==> config.mk <==
export PLATFORM = sky130hd
export DESIGN_NAME = clk_div_ctrl_flat
export DESIGN_NICKNAME = d
export VERILOG_FILES = /design/src/rtl/clk_div_pkg.sv /design/src/rtl/clk_div_if.sv /design/src/rtl/clk_div_core.sv /design/src/rtl/clk_div_ctrl.sv /design/src/flat_wrapper.sv
export SDC_FILE = /design/constraint.sdc
export NUM_CORES = 1
export LEC_CHECK = 0
export BUFFER_PORTS_ARGS = -buffer_cell sky130_fd_sc_hd__buf_2
export CAP_MARGIN = 20
export CORE_UTILIZATION = 52
export CTS_BUF_LIST = sky130_fd_sc_hd__clkbuf_4
export DETAILED_ROUTE_END_ITERATION = 7
export GPL_TIMING_DRIVEN = 0
export MAX_ROUTING_LAYER = met4
export PLACE_DENSITY = 0.84
export SYNTH_ARGS = -nofsm -noshare
export SYNTH_HDL_FRONTEND = slang
export SYNTH_SLANG_ARGS = --single-unit
==> constraint.sdc <==
create_clock -name i_clk -period 2.2 [get_ports i_clk]
set_input_delay 0.22 -clock i_clk [delete_from_list [all_inputs] [get_ports i_clk]]
set_output_delay 0.22 -clock i_clk [all_outputs]
set_load 0.01 [all_outputs]
==> src/rtl/clk_div_pkg.sv <==
// Shared types and defaults for the divided-clock controller.
package clk_div_pkg;

  localparam int CNT_W_DEF       = 8;
  localparam int DEFAULT_DIV_DEF = 4;

  typedef enum logic [1:0] {
    IDLE = 2'd0,
    RUN  = 2'd1,
    STOP = 2'd2
  } state_t;

endpackage

==> src/rtl/clk_div_if.sv <==
// Configuration handshake carrying a new half-period into the controller.
interface clk_div_if #(
  parameter int CNT_W = 8
);

  logic             i_cfg_valid;
  logic [CNT_W-1:0] i_cfg_div;
  logic             o_cfg_ready;
  logic             o_cfg_err;

  modport master (
    output i_cfg_valid,
    output i_cfg_div,
    input  o_cfg_ready,
    input  o_cfg_err
  );

  modport slave (
    input  i_cfg_valid,
    input  i_cfg_div,
    output o_cfg_ready,
    output o_cfg_err
  );

endinterface

==> src/rtl/clk_div_core.sv <==
// Divide counter and output clock: toggles o_clk every div cycles while run is set,
// parks low otherwise.
module clk_div_core #(
  parameter int CNT_W = 8
) (
  input  logic             i_clk,
  input  logic             i_rst,
  input  logic             run,
  input  logic             restart,
  input  logic [CNT_W-1:0] div,
  output logic             o_clk,
  output logic             o_rise,
  output logic             o_fall,
  output logic             wrap
);

  logic [CNT_W-1:0] cnt;

  assign wrap = (cnt == div - CNT_W'(1));

  always_ff @(posedge i_clk) begin
    if (i_rst) begin
      cnt    <= '0;
      o_clk  <= 1'b0;
      o_rise <= 1'b0;
      o_fall <= 1'b0;
    end else begin
      o_rise <= 1'b0;
      o_fall <= 1'b0;
      // Parking only ever happens with o_clk already low, so no fall pulse is owed here.
      if (restart || !run) begin
        cnt   <= '0;
        o_clk <= 1'b0;
      end else if (wrap) begin
        cnt    <= '0;
        o_clk  <= ~o_clk;
        o_rise <= ~o_clk;
        o_fall <= o_clk;
      end else begin
        cnt <= cnt + CNT_W'(1);
      end
    end
  end

endmodule

==> src/rtl/clk_div_ctrl.sv <==
// Run-time controller for the divided clock: start/stop FSM, pending ratio register
// and config handshake; ratio changes and stops land only on a falling edge of o_clk.
module clk_div_ctrl
  import clk_div_pkg::*;
#(
  parameter int CNT_W       = CNT_W_DEF,
  parameter int DEFAULT_DIV = DEFAULT_DIV_DEF
) (
  input  logic             i_clk,
  input  logic             i_rst,
  input  logic             i_en,
  clk_div_if.slave         cfg,
  output logic [CNT_W-1:0] o_div,
  output logic             o_clk,
  output logic             o_rise,
  output logic             o_fall,
  output logic             o_busy
);

  state_t           state_q, state_d;
  logic             run, restart, wrap;
  logic             pending_q, err_q;
  logic [CNT_W-1:0] pend_q, div_q;
  logic             fall_now, accept, apply, cfg_zero;

  clk_div_core #(.CNT_W(CNT_W)) u_core (
    .i_clk   (i_clk),
    .i_rst   (i_rst),
    .run     (run),
    .restart (restart),
    .div     (div_q),
    .o_clk   (o_clk),
    .o_rise  (o_rise),
    .o_fall  (o_fall),
    .wrap    (wrap)
  );

  always_ff @(posedge i_clk) begin
    if (i_rst) state_q <= IDLE;
    else       state_q <= state_d;
  end

  // A low phase may be cut short; a high phase always runs to its wrap before parking.
  always_comb begin
    state_d = state_q;
    run     = 1'b0;
    restart = 1'b0;
    unique case (state_q)
      IDLE: begin
        if (i_en) begin
          state_d = RUN;
          restart = 1'b1;
        end
      end
      RUN: begin
        run = 1'b1;
        if (!i_en) begin
          if (!o_clk) begin
            state_d = IDLE;
            run     = 1'b0;
          end else if (wrap) begin
            state_d = IDLE;
          end else begin
            state_d = STOP;
          end
        end
      end
      STOP: begin
        run = 1'b1;
        if (i_en)      state_d = RUN;
        else if (wrap) state_d = IDLE;
      end
      default: state_d = IDLE;
    endcase
  end

  assign fall_now = run & wrap & o_clk;
  assign accept   = cfg.i_cfg_valid & ~pending_q;
  assign cfg_zero = (cfg.i_cfg_div == '0);
  // pending_q is only set by an accept, which requires it clear, so the two never collide.
  assign apply    = pending_q & ((state_q == IDLE) | fall_now);

  always_ff @(posedge i_clk) begin
    if (i_rst) begin
      pending_q <= 1'b0;
      err_q     <= 1'b0;
      div_q     <= CNT_W'(DEFAULT_DIV);
    end else begin
      err_q <= accept & cfg_zero;
      if (apply) begin
        div_q     <= pend_q;
        pending_q <= 1'b0;
      end else if (accept && !cfg_zero) begin
        pending_q <= 1'b1;
      end
    end
  end

  always_ff @(posedge i_clk) begin
    if (accept && !cfg_zero) pend_q <= cfg.i_cfg_div;
  end

  assign cfg.o_cfg_ready = ~pending_q;
  assign cfg.o_cfg_err   = err_q;
  assign o_div           = div_q;
  assign o_busy          = (state_q != IDLE);

endmodule

==> src/flat_wrapper.sv <==
// flat-port wrapper written by rule: the top's interface ports become plain ports
module clk_div_ctrl_flat import clk_div_pkg::*;
#(
  parameter int CNT_W       = CNT_W_DEF,
  parameter int DEFAULT_DIV = DEFAULT_DIV_DEF
)
  (i_clk, i_rst, i_en, o_div, o_clk, o_rise, o_fall, o_busy, cfg_i_cfg_valid, cfg_i_cfg_div, cfg_o_cfg_ready, cfg_o_cfg_err);
  clk_div_if #(.CNT_W(CNT_W)) cfg_i ();
  input  logic i_clk;
  input  logic i_rst;
  input  logic i_en;
  output logic [CNT_W-1:0] o_div;
  output logic o_clk;
  output logic o_rise;
  output logic o_fall;
  output logic o_busy;
  input wire logic [$bits(cfg_i.i_cfg_valid)-1:0] cfg_i_cfg_valid;
  input wire logic [$bits(cfg_i.i_cfg_div)-1:0] cfg_i_cfg_div;
  output wire logic [$bits(cfg_i.o_cfg_ready)-1:0] cfg_o_cfg_ready;
  output wire logic [$bits(cfg_i.o_cfg_err)-1:0] cfg_o_cfg_err;
  assign cfg_i.i_cfg_valid = cfg_i_cfg_valid;
  assign cfg_i.i_cfg_div = cfg_i_cfg_div;
  assign cfg_o_cfg_ready = cfg_i.o_cfg_ready;
  assign cfg_o_cfg_err = cfg_i.o_cfg_err;
  clk_div_ctrl #(.CNT_W(CNT_W), .DEFAULT_DIV(DEFAULT_DIV)) u_core (.i_clk(i_clk), .i_rst(i_rst), .i_en(i_en), .cfg(cfg_i), .o_div(o_div), .o_clk(o_clk), .o_rise(o_rise), .o_fall(o_fall), .o_busy(o_busy));
endmodule
# Yosys cells after proc, flatten, opt, wreduce, memory -nomap -nowiden
# Index checks and enable logic that the tools add are counted.
# op_classes
n_bitwise,9
muxes,12
n_eq_ne,6
n_reduce_logical,12
add_sub_neg,2
# op_table
op,n
2-bit 2-to-1 mux,6
"8-bit by 1-bit adder with 8-bit output, second input constant",1
8-bit == test,1
8-bit logical NOT,1
"8-bit by 1-bit subtractor with 8-bit output, second input constant",1
2-bit case mux with 3 select lines,1
3-bit OR reduction,2
1-bit AND,5
1-bit 2-to-1 mux,4
"2-bit != test, second input constant",2
2-bit OR reduction,2
"3-bit != test, second input constant",1
1-bit NOT,3
3-bit AND reduction,1
"2-bit by 1-bit == test with 1-bit output, second input constant",1
"2-bit == test, second input constant",1
1-bit logical NOT,2
2-bit logical NOT,1
1-bit case mux with 2 select lines,1
2-bit nonzero test,1
1-bit logical AND,1
1-bit logical OR,1
1-bit bitwise OR,1
# word_totals
out_inout_bits,14
register_bits,31

# Longest topological paths before layout
# logic_depth
ltp_word,8
ltp_mapped,10
mapped_depth_nobuf,8

# Hierarchy
# From an unflattened synthesis, not the netlist that was laid out.
# unflattened
hier_cells,157
hier_area_um2,1664.1
# modules_own_cells
module,cells_per_inst,seq_area_each_um2,area_each_um2,n_inst
clk_div_ctrl,79,480.5,903.4,1
clk_div_core,78,220.2,760.7,1

# Worst setup path after synthesis
# OpenSTA, ideal clock, no wires.
# synth_path
path_type,register -> register
from,"register u_core.div_q[0], in the netlist u_core.o_div[0]"
to,register u_core.pending_q
required_ns,2.073
path_slack_ns,-0.068
setup_time_ns,0.127
path_stages_with_launch,11
arrival_time_ns,2.141
n_path_buf,2
path_cell_list,dfxtp_1 inv_1 ha_1 buf_6 o21bai_1 a211o_2 a21oi_1 o21ai_2 o31a_1 buf_6 nor3b_2
# synth_between
elab_chain_cells,7
# synth_rtl
item,line,text
from (decl),clk_div_ctrl.sv:23,"logic [CNT_W-1:0] pend_q, div_q;"
from (signal assigned),clk_div_ctrl.sv:87,div_q <= CNT_W'(DEFAULT_DIV);
from (signal assigned),clk_div_ctrl.sv:91,div_q <= pend_q;
8-bit by 1-bit subtractor with 8-bit output,clk_div_core.sv:19,assign wrap = (cnt == div - CNT_W'(1));
8-bit == test,clk_div_core.sv:19,
1-bit AND (2 in series),clk_div_ctrl.sv:77,assign fall_now = run & wrap & o_clk;
1-bit bitwise OR,clk_div_ctrl.sv:81,assign apply = pending_q & ((state_q == IDLE) | fall_now);
1-bit AND,clk_div_ctrl.sv:81,
2-bit OR reduction (no line),n/a,
to (signal assigned),clk_div_ctrl.sv:85,pending_q <= 1'b0;
to (signal assigned),clk_div_ctrl.sv:92,pending_q <= 1'b0;
to (signal assigned),clk_div_ctrl.sv:94,pending_q <= 1'b1;
to (decl),clk_div_ctrl.sv:22,"logic pending_q, err_q;"
# Every way passes these cells.
# A chain may end at the register's enable or synchronous reset.

# Worst setup path after layout
# layout_path
from,"register u_core.div_q[1], in the netlist u_core.o_div[1]"
to,register u_core.pending_q
# Same word-level chain as after synthesis.

==> summary.txt <==
Yosys
  • Leading cell types by total area after synthesis: sky130_fd_sc_hd__dfxtp_1 (29%), sky130_fd_sc_hd__edfxtp_1 (15%), sky130_fd_sc_hd__nand2b_1 (5.8%)
  • Post-Syn Nets: 181
  • Post-Synthesis Cell Area: 1610 um2
  • Proportion of register bits with asynchronous set or reset after synthesis: 0%
  • Number of instances in the synthesized netlist: 163
  • Top_reg_cell synth: sky130_fd_sc_hd__dfxtp_1
  • Mean area per synthesized cell: 9.89 um2
  • Sequential-to-total area share from yosys stat: 43.5%
  • Multiplexer fraction of the synthesized cell area: 4.97%
  • Synthesized-area fraction occupied by ao, oa, aoi and oai cells: 13.4%
  • Synth Register Bits: 31
  • Post-Synth Adder-Cell Area: 4.66%
  • Main combinational cell family by area after synthesis: simple AND/OR/NAND/NOR gates
  • Yosys warning total: 0
  • Area share of the leading cell type in the synthesized netlist: 28.6%
  • Post-synthesis xor/xnor area fraction: 7.61%
  • Number of synthesized flops with an enable pin: 8
  • Simple-gate area share of the yosys netlist: 21.7%
  • Largest area contributor in the synthesized netlist: sky130_fd_sc_hd__dfxtp_1
  • Library cells used by synthesis: 44

Setup path
  • Minimum setup slack among reg-to-reg paths: 50 ps
  • Setup Crit Path Kind: reg2reg
  • Top cell by count, worst path: sky130_fd_sc_hd__buf_6
  • Element type at the critical path end: flip-flop
  • Kind of cell with the highest combined delay on the critical path: compound AO/OA/AOI/OAI gates
  • Data arrival time of the critical path: 2370 ps
  • Crit Reg-Reg Startpoint: u_core.o_div[1]
  • Data required time at the worst endpoint: 2410 ps
  • Combined buffer and inverter count along the critical path: 3
  • Delay of the slowest cell on the worst path: 380 ps
  • Kind of start point of the critical path: flip-flop
  • Reg2Reg Depth: 10
  • Slowest-stage cell, CP: sky130_fd_sc_hd__dfxtp_4
  • Largest fanout on the critical path: 8
  • Worst path cell trace: inv_2 -> ha_4 -> buf_6 -> o21bai_1 -> a211o_2 -> a21oi_4 -> o21ai_4 -> o31a_1 -> buf_6 -> nor3b_2
  • Capture instance of the worst register-to-register path: u_core.pending_q

STA
  • Maximum achievable frequency: 0.464 GHz
  • Max-slew headroom: 63.8%
  • Tightest Pin Transition: 541 ps
  • Hold Worst Slack: 77.5 ps
  • Final worst path period share: 97.9%
  • Count of endpoints failing hold in the final timing report: 0
  • Worst setup skew after layout: 9.84 ps
  • Final setup fails: 0
  • Post-layout minimum cycle time: 2150 ps
  • Total count of max-transition violations in the final report: 0
  • Post-route setup TNS: 0 ps
  • RSZ-0062 raised after global routing: true
  • Setup slack after layout: 45.7 ps

Power and ir drop
  • Proportion of power drawn by combinational gates: 19.6%
  • Power density over the cells: 602 nW/um2
  • Worst ir drop on vdd: 0.000401 V
  • Sequential power share: 53.5%
  • Sw power: 341 uW
  • Net switching share of the total power: 28.4%
  • Proportion of power drawn by the clock network: 26.9%
  • Power Internal: 860 uW
  • Total leakage power: 0.855 nW

Layout
  • Number of filler cells placed in the layout: 229
  • Highest-count cells in the layout ignoring fill and taps: sky130_fd_sc_hd__buf_2 (26), sky130_fd_sc_hd__dfxtp_1 (20), sky130_fd_sc_hd__nand2b_1 (15)
  • Storage element area: 709 um2
  • Share of post-route cells with drive strength above 1: 33.3%
  • Area grow syn2layout: 23.7%
  • Area used by multi-input combinational logic: 937 um2
  • Most frequent standard cell in the layout excluding fill and tap cells: sky130_fd_sc_hd__buf_2
  • Filler-free cell count of the finished design: 235
  • # nets final: 221
  • Number of diodes added for antenna fixing: 0

CTS
  • Clock Sink Count: 31
  • Latest clock arrival within the worst-skew pair: 330 ps
  • Root cell of the clock tree: sky130_fd_sc_hd__clkbuf_4
  • H-tree depth: 2
  • Max Root-Sink Buffers: 2
  • Worst-path clk slew: 100 ps
  • Num CTS Buffers: 5
  • TritonCTS clock tree: done

Die
  • Core Rows: 19
  • Area of the die: 3330 um2
  • Starting Density: 56.5%
  • Placeable core region: 2850 um2
  • Vertical die dimension: 57.7 um
  • Die width: 57.7 um
  • Count of boundary I/O pins: 26

Drt
  • Final Routed Wirelength: 3230 um
  • Number of design rule violations left after detail routing: 0
  • Drt via density: 5.64
  • DR vias: 1325
  • Average wire per standard cell: 13.8 um
  • Number of nets with antenna violations after routing: 0
  • Drt initial violations: 57
  • Detailed-routing iteration count for the pre-antenna-repair pass: 4

GRT
  • Antenna violations before repair: 0
  • GR Overflow Total: 0
  • Vias in the first global route: 1248
  • GR Layer Usage met2: 34.6%
  • Global-route wire length before repair: 5080 um
  • Grt met3 use: 4.91%
  • GR peak layer: met2
  • Pin count of the biggest net entering global routing: 11
  • GRT Overall Usage: 21.2%
  • GR Util met1: 23.3%

Placed design
  • Number of buffers inserted by port buffering: 25
  • Global placer's final weighted congestion: 0.882
  • Post-Place Worst Slack: -98.6 ps
  • Post-placement cell count: 219
  • DPL Wire Length: 2370 um

Min path
  • Worst min-delay path startpoint: cfg_i_cfg_div[7]
  • Path class of the lowest-slack min-delay path: in2reg
  • End of the worst hold path: u_core.pend_q[7]
  • Number of cells on the worst hold path: 1

Flow run
  • MaxCap Viol Count: 0

Outcome
  • Outcome: finished, final reports clean
[state kept, by name, indices dropped and copies added (netlist names)]
register and count:
u_core.o_div 8, u_core.u_core.o_clk 1, u_core.pend_q 8, u_core.u_core.cnt 8, u_core.u_core.o_fall 1, u_core.cfg.o_cfg_err 1
u_core.state_q 2, u_core.u_core.o_rise 1, u_core.pending_q 1
[stage by stage]
| stage | area, um2 | utilization [%] | total power [mW] |
|---|---|---|---|
| floorplan | 1610 | - | 0.789 |
| global placement | 1780 | 62.3 | 0.836 |
| detailed placement | 1780 | 62.3 | 0.847 |
| CTS | 1860 | 65.4 | 1.18 |
| global route | 1990 | 69.9 | 1.26 |
| finish | 1990 | 69.9 | 1.20 |
[cell usage after synthesis (2+ instances only)]
master / count
sky130_fd_sc_hd__buf_6: 2
sky130_fd_sc_hd__mux2i_1: 8
sky130_fd_sc_hd__o21ai_0: 2
sky130_fd_sc_hd__dfxtp_1: 23
sky130_fd_sc_hd__nand3_1: 5
sky130_fd_sc_hd__and2b_2: 2
sky130_fd_sc_hd__o211ai_1: 2
sky130_fd_sc_hd__clkbuf_1: 4
sky130_fd_sc_hd__xnor2_1: 5
sky130_fd_sc_hd__o21a_1: 2
sky130_fd_sc_hd__edfxtp_1: 8
sky130_fd_sc_hd__nor4_1: 2
sky130_fd_sc_hd__a21oi_1: 5
sky130_fd_sc_hd__nor3_1: 4
sky130_fd_sc_hd__and3_1: 5
sky130_fd_sc_hd__xor2_1: 9
sky130_fd_sc_hd__nand2b_1: 15
sky130_fd_sc_hd__nand2_1: 8
sky130_fd_sc_hd__inv_1: 8
sky130_fd_sc_hd__nor2_1: 14
sky130_fd_sc_hd__ha_1: 6
sky130_fd_sc_hd__or2_2: 2
[logic make-up (layout without fill, tap and decap cells)]
family,count (synthesis),in the layout
AO/OA/AOI/OAI,27,27
XOR/XNOR,14,14
adder cells (fa/ha/maj),6,6
buffers and inverters,14,55
flip-flops,31,31
multiplexers,8,8
AND/OR/NAND/NOR,63,63
[layer usage]
layer,vias up,wire length (um)
met5,-,0
met4,0,81
met3,11,147
met2,44,1730
met1,615,1270
li1,655,-
[power by group through the flow]
stage / clock, mW / combinational (mW) / sequential (mW)
2_1_floorplan: 0 / 0.136 / 0.654
3_3_place_gp: 0 / 0.183 / 0.653
3_5_place_dp: 0 / 0.192 / 0.655
4_1_cts: 0.336 / 0.202 / 0.638
5_1_grt: 0.360 / 0.255 / 0.645
6_report: 0.323 / 0.235 / 0.642
[cell type report]
| class | count | area share [%] |
|---|---|---|
| Multi-Input combinational cell | 118 | 47.0 |
| Clock buffer | 6 | 2.26 |
| Buffer | 6 | 1.88 |
| Timing Repair Buffer | 33 | 9.17 |
| Clock inverter | 2 | 0.628 |
| Inverter | 8 | 1.51 |
| Tap cell | 31 | 1.95 |
| Sequential cell | 31 | 35.6 |
[timing repair]
| action | in CTS | in global routing |
|---|---|---|
| hold endpoints to repair | 0 | 0 |
| hold buffers | 0 | 0 |
| buffers inserted | 1 | 6 |
| setup endpoints to repair | 17 | 17 |
| resized for setup | 4 | 14 |
| cloned | 0 | 1 |
| pin swaps | 1 | 7 |
[worst max-delay path by stage]
| stage | from | to | slack [ps] | cells after the start |
|---|---|---|---|---|
| finish | u_core.o_div[1] | u_core.pending_q | 50 | 10 |
| global route | u_core.o_div[1] | u_core.pending_q | -40 | 10 |
| CTS | u_core.o_div[1] | u_core.pending_q | 9 | 10 |
| detailed placement | u_core.o_div[0] | u_core.pending_q | -100 | 10 |
| global placement | u_core.o_div[0] | u_core.pending_q | -50 | 10 |
| floorplan | u_core.o_div[0] | u_core.pending_q | 30 | 10 |
Power figures use the tool's default switching activity.
